==> src/rtl/freq_gen_pkg.sv <==
// Shared types and interface widths for the freq_gen pulse-train generator.
package freq_gen_pkg;

    localparam int unsigned FREQ_W = 16;
    localparam int unsigned WIN_W  = 8;

    typedef enum logic [1:0] {
        ST_IDLE = 2'd0,
        ST_RUN  = 2'd1,
        ST_DONE = 2'd2
    } state_e;

endpackage

==> src/rtl/freq_gen_counter.sv <==
// Free-running up-counter with synchronous clear (clear wins over enable).
module freq_gen_counter #(
    parameter int WIDTH = 8
) (
    input  logic             clk_i,
    input  logic             rstn_i,
    input  logic             clr_i,
    input  logic             en_i,
    output logic [WIDTH-1:0] cnt_o
);

    logic [WIDTH-1:0] cnt_q;

    // Count register: clear has priority, otherwise count when enabled.
    always_ff @(posedge clk_i or negedge rstn_i) begin
        if (!rstn_i) begin
            cnt_q <= {WIDTH{1'b0}};
        end else if (clr_i) begin
            cnt_q <= {WIDTH{1'b0}};
        end else if (en_i) begin
            cnt_q <= cnt_q + WIDTH'(1);
        end else begin
            cnt_q <= cnt_q;
        end
    end

    assign cnt_o = cnt_q;

endmodule

==> src/rtl/freq_gen.sv <==
// Window-based pulse generator: f pulses per WINDOW_CYC cycles via a phase accumulator.
// Optional pulse counter output enabled by defining FREQ_GEN_PULSE_CNT_EN.
module freq_gen
    import freq_gen_pkg::*;
#(
    parameter int WINDOW_CYC = 100000,
    parameter int OUT_DATA   = 100
) (
    input  logic                clk_i,
    input  logic                rstn_i,
    input  logic                start_i,
    input  logic                stop_i,
    input  logic [FREQ_W-1:0]   freq_i,
    input  logic [WIN_W-1:0]    windows_i,
    input  logic [OUT_DATA-1:0] mask_i,
    output logic [OUT_DATA-1:0] value_o,
    output logic                busy_o,
    output logic                done_o
`ifdef FREQ_GEN_PULSE_CNT_EN
    ,
    output logic [31:0]         pulse_cnt_o
`endif
);

    localparam int CNT_W = $clog2(WINDOW_CYC);
    localparam int ACC_W = $clog2(WINDOW_CYC) + 1;
    localparam logic [ACC_W-1:0] WIN_A  = ACC_W'(WINDOW_CYC);
    localparam logic [CNT_W-1:0] W_LAST = CNT_W'(WINDOW_CYC - 1);

    state_e              state_q;
    logic [ACC_W-1:0]    acc_q, f_q;
    logic [WIN_W-1:0]    win_q, idx_q;
    logic [OUT_DATA-1:0] mask_q, value_q;
    logic                busy_q, done_q;

    logic [CNT_W-1:0]    w_s;
    logic [ACC_W-1:0]    sum_s, acc_d, f_clamp_s;
    logic                pulse_s, run_s, start_s, wrap_s, last_s, cnt_clr_s;

    // Accumulator step, window wrap and last-window detection.
    always_comb begin
        run_s     = (state_q == ST_RUN);
        start_s   = (state_q == ST_IDLE) && start_i;
        wrap_s    = run_s && (w_s == W_LAST);
        cnt_clr_s = start_s || wrap_s;
        last_s    = wrap_s && (win_q != WIN_W'(0)) && (idx_q == (win_q - WIN_W'(1)));
        sum_s     = acc_q + f_q;
        pulse_s   = 1'b0;
        acc_d     = sum_s;
        if (sum_s >= WIN_A) begin
            pulse_s = 1'b1;
            acc_d   = sum_s - WIN_A;
        end else begin
            pulse_s = 1'b0;
            acc_d   = sum_s;
        end
        if (32'(freq_i) > 32'(WINDOW_CYC)) begin
            f_clamp_s = WIN_A;
        end else begin
            f_clamp_s = ACC_W'(freq_i);
        end
    end

    freq_gen_counter #(.WIDTH(CNT_W)) u_win_cnt (
        .clk_i  (clk_i),
        .rstn_i (rstn_i),
        .clr_i  (cnt_clr_s),
        .en_i   (run_s),
        .cnt_o  (w_s)
    );

    // Control FSM with registered value/busy/done outputs.
    always_ff @(posedge clk_i or negedge rstn_i) begin
        if (!rstn_i) begin
            state_q <= ST_IDLE;
            acc_q   <= {ACC_W{1'b0}};
            f_q     <= {ACC_W{1'b0}};
            win_q   <= {WIN_W{1'b0}};
            idx_q   <= {WIN_W{1'b0}};
            mask_q  <= {OUT_DATA{1'b0}};
            value_q <= {OUT_DATA{1'b0}};
            busy_q  <= 1'b0;
            done_q  <= 1'b0;
        end else begin
            case (state_q)
                ST_IDLE: begin
                    value_q <= {OUT_DATA{1'b0}};
                    done_q  <= 1'b0;
                    if (start_i) begin
                        state_q <= ST_RUN;
                        busy_q  <= 1'b1;
                        f_q     <= f_clamp_s;
                        win_q   <= windows_i;
                        mask_q  <= mask_i;
                        acc_q   <= {ACC_W{1'b0}};
                        idx_q   <= {WIN_W{1'b0}};
                    end else begin
                        busy_q  <= 1'b0;
                    end
                end
                ST_RUN: begin
                    if (stop_i) begin
                        // Abort drops any pulse produced in this cycle.
                        state_q <= ST_IDLE;
                        busy_q  <= 1'b0;
                        value_q <= {OUT_DATA{1'b0}};
                    end else begin
                        acc_q   <= acc_d;
                        value_q <= pulse_s ? mask_q : {OUT_DATA{1'b0}};
                        if (wrap_s) begin
                            idx_q <= idx_q + WIN_W'(1);
                        end else begin
                            idx_q <= idx_q;
                        end
                        if (last_s) begin
                            state_q <= ST_DONE;
                            busy_q  <= 1'b0;
                            done_q  <= 1'b1;
                        end else begin
                            state_q <= ST_RUN;
                        end
                    end
                end
                ST_DONE: begin
                    state_q <= ST_IDLE;
                    value_q <= {OUT_DATA{1'b0}};
                    busy_q  <= 1'b0;
                    done_q  <= 1'b0;
                end
                default: begin
                    state_q <= ST_IDLE;
                    value_q <= {OUT_DATA{1'b0}};
                    busy_q  <= 1'b0;
                    done_q  <= 1'b0;
                end
            endcase
        end
    end

`ifdef FREQ_GEN_PULSE_CNT_EN
    logic [31:0] pcnt_q;

    // Saturating count of emitted pulses, cleared on each accepted start.
    always_ff @(posedge clk_i or negedge rstn_i) begin
        if (!rstn_i) begin
            pcnt_q <= 32'd0;
        end else if (start_s) begin
            pcnt_q <= 32'd0;
        end else if (run_s && !stop_i && pulse_s && (pcnt_q != 32'hFFFF_FFFF)) begin
            pcnt_q <= pcnt_q + 32'd1;
        end else begin
            pcnt_q <= pcnt_q;
        end
    end

    assign pulse_cnt_o = pcnt_q;
`endif

    assign value_o = value_q;
    assign busy_o  = busy_q;
    assign done_o  = done_q;

endmodule

==> config.mk <==
export PLATFORM = sky130hd
export DESIGN_NAME = freq_gen
export DESIGN_NICKNAME = d
export VERILOG_FILES = /design/src/rtl/freq_gen_pkg.sv /design/src/rtl/freq_gen_counter.sv /design/src/rtl/freq_gen.sv
export SDC_FILE = /design/constraint.sdc
export NUM_CORES = 1
export LEC_CHECK = 0
export BUFFER_PORTS_ARGS = -buffer_cell sky130_fd_sc_hd__buf_2
export CAP_MARGIN = 25
export CORE_ASPECT_RATIO = 0.9
export CORE_MARGIN = 2
export CORE_UTILIZATION = 57
export CTS_BUF_LIST = sky130_fd_sc_hd__clkbuf_4 sky130_fd_sc_hd__clkbuf_8
export CTS_CLUSTER_DIAMETER = 80
export DETAILED_ROUTE_END_ITERATION = 6
export PLACE_DENSITY = 0.86
export SKIP_LAST_GASP = 1
export SLEW_MARGIN = 10
export SYNTH_ARGS = -nofsm -noshare
export SYNTH_HDL_FRONTEND = slang
export SYNTH_SLANG_ARGS = --single-unit
==> constraint.sdc <==
create_clock -name clk_i -period 4.2 [get_ports clk_i]
set_clock_uncertainty 0.1 [all_clocks]
set_input_delay 1.05 -clock clk_i [delete_from_list [all_inputs] [get_ports clk_i]]
set_output_delay 1.05 -clock clk_i [all_outputs]
set_load 0.05 [all_outputs]
==> results of run 1 <==
==> critical path, stage by stage, from the launching register on <==
cell and delay [ps]:
dfrtp_1 370, ha_1 200, inv_1 70, fa_1 370, and2b_1 260, o2111ai_2 160
a211oi_1 420, o221a_2 310, o41ai_2 70, xnor2_1 410, o211ai_4 230, nand2_4 330
buf_12 260, and3_1 200
==> per-layer routing <==
metal / wire (um) / part of all wire (%)
met1: 10800 / 42
met2: 12400 / 48
met3: 1990 / 7.7
met4: 615 / 2.4
met5: 0 / 0
==> worst max-delay path by stage <==
stage          cells past startpoint  slack [ps]                     to
6_report                          13         360  value_o[36]$_DFF_PN0_
5_1_grt                           13          70  value_o[45]$_DFF_PN0_
4_1_cts                           13         410  value_o[45]$_DFF_PN0_
3_5_place_dp                      13         420  value_o[45]$_DFF_PN0_
3_3_place_gp                      13         600  value_o[41]$_DFF_PN0_
2_1_floorplan                     14         930   acc_q[6]$_DFFE_PN0P_
==> placed cells by master, fill, tap and decap left out, types with 7 or more instances in the layout <==
cell type,netlist,routed
nor2_1,37,36
clkbuf_4,0,16
nand2_1,412,411
nand4_1,13,13
nor3_1,10,10
ha_1,21,21
nand3_1,7,7
and3_1,107,107
dfrtp_1,271,271
clkbuf_8,0,53
xnor2_1,24,24
buf_4,0,13
buf_2,2,228
a21oi_1,25,25
a21o_1,8,8
o21ai_0,28,28
or3_1,7,7
xor2_1,20,20
==> cell usage after synthesis, drive strengths merged (6+ instances only) <==
cell    number
nand3        7
nand4       13
clkbuf      49
nor2        37
o21ai       31
nor2b        6
and3       108
dfrtp      271
buf         13
or3          7
xnor2       24
nor3        10
nand2      413
xor2        21
o211ai       6
a21o         8
a21oi       26
a211oi       6
ha          21
==> layout make-up <==
cell class | instances | area (um2) | share of cell area, %
Sequential cell | 271 | 6780 | 50.4
Multi-Input combinational cell | 788 | 4140 | 30.7
Timing Repair Buffer | 244 | 1290 | 9.62
Clock buffer | 69 | 850 | 6.32
Tap cell | 250 | 313 | 2.33
Clock inverter | 5 | 57.6 | 0.428
Inverter | 5 | 18.8 | 0.140
Antenna cell | 1 | 2.50 | 0.0186
==> power breakdown <==
part / internal, mW / total [mW] / switching (mW)
Sequential: 2.97 / 3.17 / 0.201
Combinational: 0.695 / 1.91 / 1.22
Clock: 1.34 / 2.33 / 0.986
Total: 5.00 / 7.40 / 2.40
==> through the flow <==
step / total power, mW / cell area (um2) / utilization (%)
6_report: 7.40 / 13500 / 70.0
5_1_grt: 7.83 / 13500 / 70.0
4_1_cts: 7.44 / 13400 / 70.0
3_5_place_dp: 5.10 / 12500 / 65.3
3_3_place_gp: 4.99 / 12500 / 65.3
2_1_floorplan: 4.57 / 11200 / -
==> cells by family (layout without fill, tap and decap cells) <==
kind of cell | count (synthesis) | in the layout | synth area share (%)
AOI/OAI and AO/OA | 102 | 102 | 6.05
xor gates and xnor gates | 45 | 45 | 3.58
adders and majority gates | 22 | 22 | 2.52
buffers and inverters | 67 | 323 | 2.87
DFF | 271 | 271 | 60.4
muxes | 3 | 3 | 0.279
other | 0 | 1 | 0
and+or+nand+nor | 616 | 616 | 24.3
==> flip-flops by register name, summed over array words and instances, names as in the netlist <==
name / flops
f_q: 16
idx_q: 8
win_q: 8
mask_q: 100
done_o: 1
acc_q: 18
busy_o: 1
value_o: 100
u_win_cnt.cnt_o: 17
state_q: 2
==> impl_results.md, run 1 <==
- Yosys reg bits: 271
- Setup bufs post-CTS: 0
- H-tree depth: 2
- Startpoint types: flop
- Met3 usage: 6.46%
- Crit path from: f_q[0]$_DFFE_PN0P_
- LEAKAGE: 7.72 nW
- Endpoint, Worst Hold: mask_q[27]$_DFFE_PN0P_
- Hold path cells: 2
- Post-DR vias/cell: 5.35
- Worst R2R Start: f_q[0]$_DFFE_PN0P_
- Nets: 1502
- Cell accounting for the most synthesized area: dfrtp_1
- Final worst slack: 359 ps
- Worst VDD drop: 313 uV
- Largest cells by area after synthesis: dfrtp_1, nand2_1, and3_1
- Number of synthesized flops with an enable pin: 0
- Fin crit period: 3840 ps
- First-pass GRT wire length: 42.2 mm
- Outcome: finished clean
- FP Rows: 48
- Post-Syn Nets: 1276
- Synthesized cell area: 0.0112 mm2
- Worst-path clk slew: 60 ps
- Hold slack: 364 ps
- Largest net degree at the start of global routing: 115
- Fin crit share: 91.4%
- WP data required: 4560 ps
- DR pass1 iterations: 5
- Die ar.: 0.0208 mm2
- Yosys cell types: 55
- Prevailing post-synth register cell: dfrtp_1
- Critical path class: reg2reg
- R2R cell count: 13
- Wirelength per Cell: 15.8 um
- CTS sink count: 271
- CTS Buf Count: 42
- GR Util met2: 41.6%
- Arr. time, crit path: 4200 ps
- Area growth syn-to-layout: 19.9%
- Yosys warning count: 0
- Flop2flop setup slack: 360 ps
- Die Y-Extent: 137 um
- Detailed placement HPWL: 17.6 mm
- Clock latency on the worst-skew pair: 530 ps
- Vias: 8736
- Placed Cells: 1558
- CORE AREA: 0.0192 mm2
- Worst r2r dst: value_o[36]$_DFF_PN0_
- Top-area cell type share of the netlist area: 60.4%
- Final hold viol count: 0
- Post-Layout Cell Count: 1633
- PortBufs: 229
- Unrepaired setup endpoints after global routing: no
- Hold_sp: mask_q[27]$_DFFE_PN0P_
- Max clock buf depth: 3
- Register area share after synthesis: 60.4%
- Total GRT Usage: 24.9%
- Max Cap Violations: 0
- Nature of the critical path endpoint: flop
- Worst Hold Class: reg2reg
- Die Wd: 152 um
- Worst-margin pin slew: 833 ps
- Final slew viol count: 0
- Fmax: 0.260 GHz
- Initial antenna violation count: 1
- ANT nets after route: 0
- DRT Wirelength: 25.8 mm
- # hold bufs at CTS: 0
- Sum Neg Setup Slack: 0 ps
- M1 GR Usage: 32.2%
- CP max FO: 54
- I/O Pins: 230
- Ys async rst share: 100%
- Dpl ws: 425 ps
- DRC: 0
- Vias in the first global route: 8665
- Number of DRC markers in iteration 0: 540
- TritonCTS clock tree: built
- Starting Density: 58.4%
- Fraction of layout cells with a size suffix above 1: 24.1%
- Max-slew headroom: 44.5%
- Final RePlAce weighted congestion: 0.894
- Filler cells: 1452
- Post-cts resize count: 0
- PD cells: 550 mW/mm2
- Final Setup Violations: 0
- Mapped Avg Cell Area: 9.97 um2
- Most Crowded Layer GR: met2
- Root buffer selected by CTS: clkbuf_8
- Post-Synthesis Cells: 1126
- Grt ovf: 0
No activity file was read; power rests on OpenSTA's default activity.
==> run 2: changes to the inputs <==
--- a/config.mk
+++ b/config.mk
@@ -9,11 +9,11 @@
 export CAP_MARGIN = 25
 export CORE_ASPECT_RATIO = 0.9
 export CORE_MARGIN = 2
-export CORE_UTILIZATION = 57
+export CORE_UTILIZATION = 51
 export CTS_BUF_LIST = sky130_fd_sc_hd__clkbuf_4 sky130_fd_sc_hd__clkbuf_8
 export CTS_CLUSTER_DIAMETER = 80
 export DETAILED_ROUTE_END_ITERATION = 6
-export PLACE_DENSITY = 0.86
+export PLACE_DENSITY = 0.88
 export SKIP_LAST_GASP = 1
 export SLEW_MARGIN = 10
 export SYNTH_ARGS = -nofsm -noshare
==> constraint.sdc (replaced) <==
create_clock -name clk_i -period 3.2 [get_ports clk_i]
set_clock_uncertainty 0.1 [all_clocks]
set_input_delay 0.8 -clock clk_i [delete_from_list [all_inputs] [get_ports clk_i]]
set_output_delay 0.8 -clock clk_i [all_outputs]
set_load 0.05 [all_outputs]
==> impl_results.md, run 2 (same netlist as run 1, synthesis figures left out) <==
- Nature of the critical path endpoint: flop
- Internal Power: 7.10 mW
- Tot Pwr: 10.5 mW
- Total GRT Usage: 23.1%
- Dpl ws: -318 ps
- DR pass1 iterations: 5
- Wirelength per Cell: 15.6 um
- Vias in the first global route: 9009
- Worst-path clk slew: 60 ps
- CP max FO: 57
- Final instance area: 0.0140 mm2
- Sum Neg Setup Slack: -6710 ps
- WP data required: 3520 ps
- Max Cap Violations: 0
- Flop2flop setup slack: -100 ps
- Worst-margin pin slew: 623 ps
- Largest net degree at the start of global routing: 73
- DRC: 0
- Fin crit period: 3300 ps
- Worst r2r dst: value_o[83]$_DFF_PN0_
- Area growth syn-to-layout: 24.7%
- Filler cells: 1669
- Final hold viol count: 0
- Post-Layout Cell Count: 1712
- Die Wd: 160 um
- Fin crit share: 103%
- Detailed placement HPWL: 18.3 mm
- Final worst slack: -104 ps
- Max-slew headroom: 58.5%
- Sequential Power Share: 39.6%
- CORE AREA: 0.0216 mm2
- Nets: 1538
- Critical path class: reg2reg
- Vias: 8940
- ANT nets after route: 0
- Clock latency on the worst-skew pair: 530 ps
- Failing checks: negative setup slack
- CTS sink count: 271
- Post-DR vias/cell: 5.22
- Worst Hold Class: in2async
- Hold slack: 132 ps
- DP Area: 0.0129 mm2
- Worst VDD drop: 386 uV
- Arr. time, crit path: 3620 ps
- CTS Buf Count: 43
- PD cells: 753 mW/mm2
- Root buffer selected by CTS: clkbuf_8
- Fmax: 0.303 GHz
- Commonest non-fill, non-tap cell in the layout: nand2_1
- Startpoint types: flop
- Final RePlAce weighted congestion: 0.916
- Most frequent cells in the layout: nand2_1, dfrtp_1, buf_2, and3_1, clkbuf_8
- DRT Wirelength: 26.8 mm
- FP Rows: 51
- Fin util: 64.7%
- R2R cell count: 13
- Die ar.: 0.0232 mm2
- Die Y-Extent: 145 um
- Fraction of layout cells with a size suffix above 1: 27.5%
- Outcome: finished, violations left
- Switching share of power: 32.6%
- Clock Power Share: 30.8%
- # hold bufs at CTS: 0
- Combinational Power Share: 29.6%
- Initial antenna violation count: 1
- Diode count: 0
- LEAKAGE: 7.98 nW
- Number of DRC markers in iteration 0: 708
- H-tree depth: 2
- Worst R2R Start: acc_q[0]$_DFFE_PN0P_
- First-pass GRT wire length: 43.5 mm
- Placed Cells: 1627
- TritonCTS clock tree: built
- Final slew viol count: 0
- I/O Pins: 230
- PortBufs: 229
- Starting Density: 51.9%
- Grt ovf: 0
- Max clock buf depth: 3
- Final Setup Violations: 109
- Switching power: 3.43 mW
- Unrepaired setup endpoints after global routing: yes
-- run 2: layout make-up --
cell class / instances / area, um2 / share of cell area [%]
clock buffer: 64 / 831 / 5.94
clock inverter: 14 / 151 / 1.08
inverter: 5 / 18.8 / 0.134
multi-input combinational: 788 / 4230 / 30.2
sequential: 271 / 6780 / 48.5
tap: 291 / 364 / 2.60
timing repair buffer: 279 / 1620 / 11.6
-- run 2: worst max-delay path by stage --
| stage | endpoint | start | slack (ps) | depth (start not counted) |
|---|---|---|---|---|
| after global placement | acc_q[14]$_DFFE_PN0P_ | acc_q[1]$_DFFE_PN0P_ | -60 | 12 |
| after floorplan | acc_q[6]$_DFFE_PN0P_ | acc_q[0]$_DFFE_PN0P_ | 0.1 | 13 |
| after detailed placement | acc_q[12]$_DFFE_PN0P_ | acc_q[1]$_DFFE_PN0P_ | -320 | 12 |
| after CTS | acc_q[12]$_DFFE_PN0P_ | acc_q[11]$_DFFE_PN0P_ | -70 | 12 |
| final | value_o[83]$_DFF_PN0_ | acc_q[0]$_DFFE_PN0P_ | -100 | 13 |
| after global routing | acc_q[12]$_DFFE_PN0P_ | acc_q[0]$_DFFE_PN0P_ | -230 | 14 |
-- run 2: per-layer routing --
| layer | GRT usage [%] | vias up | wire (um) |
|---|---|---|---|
| li1 | - | 4224 | - |
| met1 | 28.7 | 4301 | 11000 |
| met2 | 39.5 | 339 | 13000 |
| met3 | 5.53 | 76 | 1810 |
| met4 | 9.29 | 0 | 973 |
| met5 | 0 | - | 0 |
-- run 2: power by group through the flow --
stage               Combinational (mW)  Sequential [mW]  Clock [mW]
finish                            3.11             4.17        3.25
global route                      3.40             4.22        3.49
CTS                               3.02             4.17        3.32
detailed placement                2.81             4.22           0
global placement                  2.68             4.19           0
floorplan                         1.75             4.25           0
-- run 2: worst max-delay path, cell delays in order (launching register included) --
cell and delay (ps):
dfrtp_1 350, ha_2 200, inv_2 40, fa_2 320
and2b_1 240, o2111ai_2 190, a211oi_2 310, o221a_2 290
o21a_1 170, o211ai_2 140, o211ai_4 250, nand2_4 130
buf_12 200, and3_1 220
-- run 2: what timing repair did --
action | in CTS | in global routing
endpoints found under the setup margin | 113 | 113
resized for setup | 15 | 15
buffers inserted | 7 | 0
pin swaps | 14 | 13
==> run 3: changes to the inputs <==
--- a/config.mk
+++ b/config.mk
@@ -5,6 +5,7 @@
 export SDC_FILE = /design/constraint.sdc
 export NUM_CORES = 1
 export LEC_CHECK = 0
+export ABC_CLOCK_PERIOD_IN_PS = 3200
 export BUFFER_PORTS_ARGS = -buffer_cell sky130_fd_sc_hd__buf_2
 export CAP_MARGIN = 25
 export CORE_ASPECT_RATIO = 0.9
==> constraint.sdc (replaced) <==
create_clock -name clk_i -period 3.2 [get_ports clk_i]
set_clock_uncertainty 0.1 [all_clocks]
set_input_delay 0.48 -clock clk_i [delete_from_list [all_inputs] [get_ports clk_i]]
set_output_delay 0.48 -clock clk_i [all_outputs]
set_load 0.05 [all_outputs]
==> impl_results.md, run 3 (same netlist as run 1, synthesis figures left out) <==
- Outcome: finished, violations left
- Failing checks: negative setup slack
- Clock latency on the worst-skew pair: 530 ps
- Root buffer selected by CTS: clkbuf_8
- Wirelength per Cell: 16.2 um
- Dpl ws: -170 ps
- Area growth syn-to-layout: 25.6%
- Nets: 1542
- Final worst slack: -134 ps
- Vias: 9054
- Worst-path clk slew: 60 ps
- Worst Hold Class: in2reg
- Most frequent CP cell: o211ai_4
- Fin crit period: 3330 ps
- Number of DRC markers in iteration 0: 785
- Critical path class: reg2reg
- Die Y-Extent: 145 um
- CP delay by family, top: simple AND/OR/NAND/NOR gates
- Arr. time, crit path: 3650 ps
- TritonCTS clock tree: built
- Fin crit share: 104%
- Initial antenna violation count: 0
- CORE AREA: 0.0216 mm2
- Total GRT Usage: 23.1%
- ANT nets after route: 0
- First-pass GRT wire length: 43.3 mm
- DRC: 0
- Cell Chain, Critical Path: ha_2 > inv_2 > fa_2 > and2b_1 > o2111ai_2 > a211oi_2 > or4_4 > a21oi_4 > o211ai_4 > o211ai_4 > nand2_4 > buf_12 > and3_1
- Fraction of layout cells with a size suffix above 1: 28.1%
- Starting Density: 51.9%
- CP max FO: 40
- Final slew viol count: 0
- CTS sink count: 271
- H-tree depth: 2
- Detailed placement HPWL: 17.9 mm
- WP data required: 3520 ps
- Final hold viol count: 0
- FP Rows: 51
- Grt ovf: 0
- Worst-margin pin slew: 802 ps
- Max clock buf depth: 3
- Vias in the first global route: 9028
- Nature of the critical path endpoint: flop
- DRT Wirelength: 27.9 mm
- Tot Pwr: 10.8 mW
- Final Setup Violations: 111
- PD cells: 767 mW/mm2
- Most frequent cells in the layout: nand2_1, dfrtp_1, buf_2, and3_1, clkbuf_8
- DR pass1 iterations: 5
- Commonest non-fill, non-tap cell in the layout: nand2_1
- Die Wd: 160 um
- Die ar.: 0.0232 mm2
- CTS Buf Count: 44
- Buf+Inv Stages, Crit Path: 2
- CP max stage delay: 550 ps
- LEAKAGE: 8.00 nW
- Post-DR vias/cell: 5.28
- PortBufs: 229
- Max Cap Violations: 0
- Max-slew headroom: 46.6%
- Startpoint types: flop
- Worst VDD drop: 349 uV
- Unrepaired setup endpoints after global routing: yes
- Critical path's slowest cell: or4_4
- I/O Pins: 230
- Final RePlAce weighted congestion: 0.946
- Fmax: 0.300 GHz
- Largest net degree at the start of global routing: 99
run 3: cell types whose count changed in the layout (fill, tap and decap cells not counted), moves of 2 or more:
cell and change:
nor3_2 +2, nor3_1 -2, buf_4 +3, buf_12 -2, clkinv_2 -5, clkbuf_8 +5
run 3: report_power, final:
part	total (mW)	leakage (nW)	switching [mW]	internal (mW)
Combinational	3.34	3.91	1.96	1.37
Sequential	4.18	3.56	0.282	3.89
Clock	3.30	0.529	1.34	1.96
run 3: metrics by stage:
step | std cells | area (um2) | setup TNS (ps) | hold WS, ps | util (%)
after global routing | 1715 | 14100 | -22730 | 18.6 | 65.2
after floorplan | 1126 | 11200 | 0 | 84.4 | -
after global placement | 1623 | 12800 | -14.7 | 349 | 59.2
final | 1716 | 14100 | -9960 | 34.2 | 65.2
after CTS | 1710 | 13900 | -406 | 1.99 | 64.5
after detailed placement | 1623 | 12800 | -6010 | 354 | 59.2
run 3: layout make-up:
type	instances	area, um2
timing repair buffer	282	1640
clock buffer	70	907
sequential	271	6780
inverter	5	18.8
tap	291	364
antenna	1	2.50
fill	1615	7530
clock inverter	8	96.3
multi-input combinational	788	4290
run 3: repair_timing:
action                                  CTS  global route
endpoints found under the hold margin    93             0
gates cloned                              0             2
endpoints found under the setup margin  112           113
pin swaps                                14            11
setup buffers                             8             3
hold buffers                              1             0
resized for setup                        20            18
run 3: worst min-delay path: stages:
cell and delay (ps):
buf_2 70, nand2_1 40, nand2_1 40
run 3: final timing paths:
path | start | to | slack [ps] | depth (start not counted)
max | acc_q[0]$_DFFE_PN0P_ | value_o[65]$_DFF_PN0_ | -130 | 13
min in group asynchronous | rstn_i | f_q[11]$_DFFE_PN0P_ | 420 | 2
max reg2reg | acc_q[0]$_DFFE_PN0P_ | value_o[65]$_DFF_PN0_ | -130 | 13
max in group asynchronous | rstn_i | value_o[56]$_DFF_PN0_ | 1580 | 3
min reg2reg | mask_q[30]$_DFFE_PN0P_ | mask_q[30]$_DFFE_PN0P_ | 360 | 2
min | mask_i[88] | mask_q[88]$_DFFE_PN0P_ | 30 | 3
run 3: per-layer routing:
layer  up-vias  track usage, %  wire, um
met4         0            9.82      1100
li1       4237               -         -
met3       100            5.59      1940
met1      4358            28.4     11100
met5         -               0         0
met2       359            39.5     13800
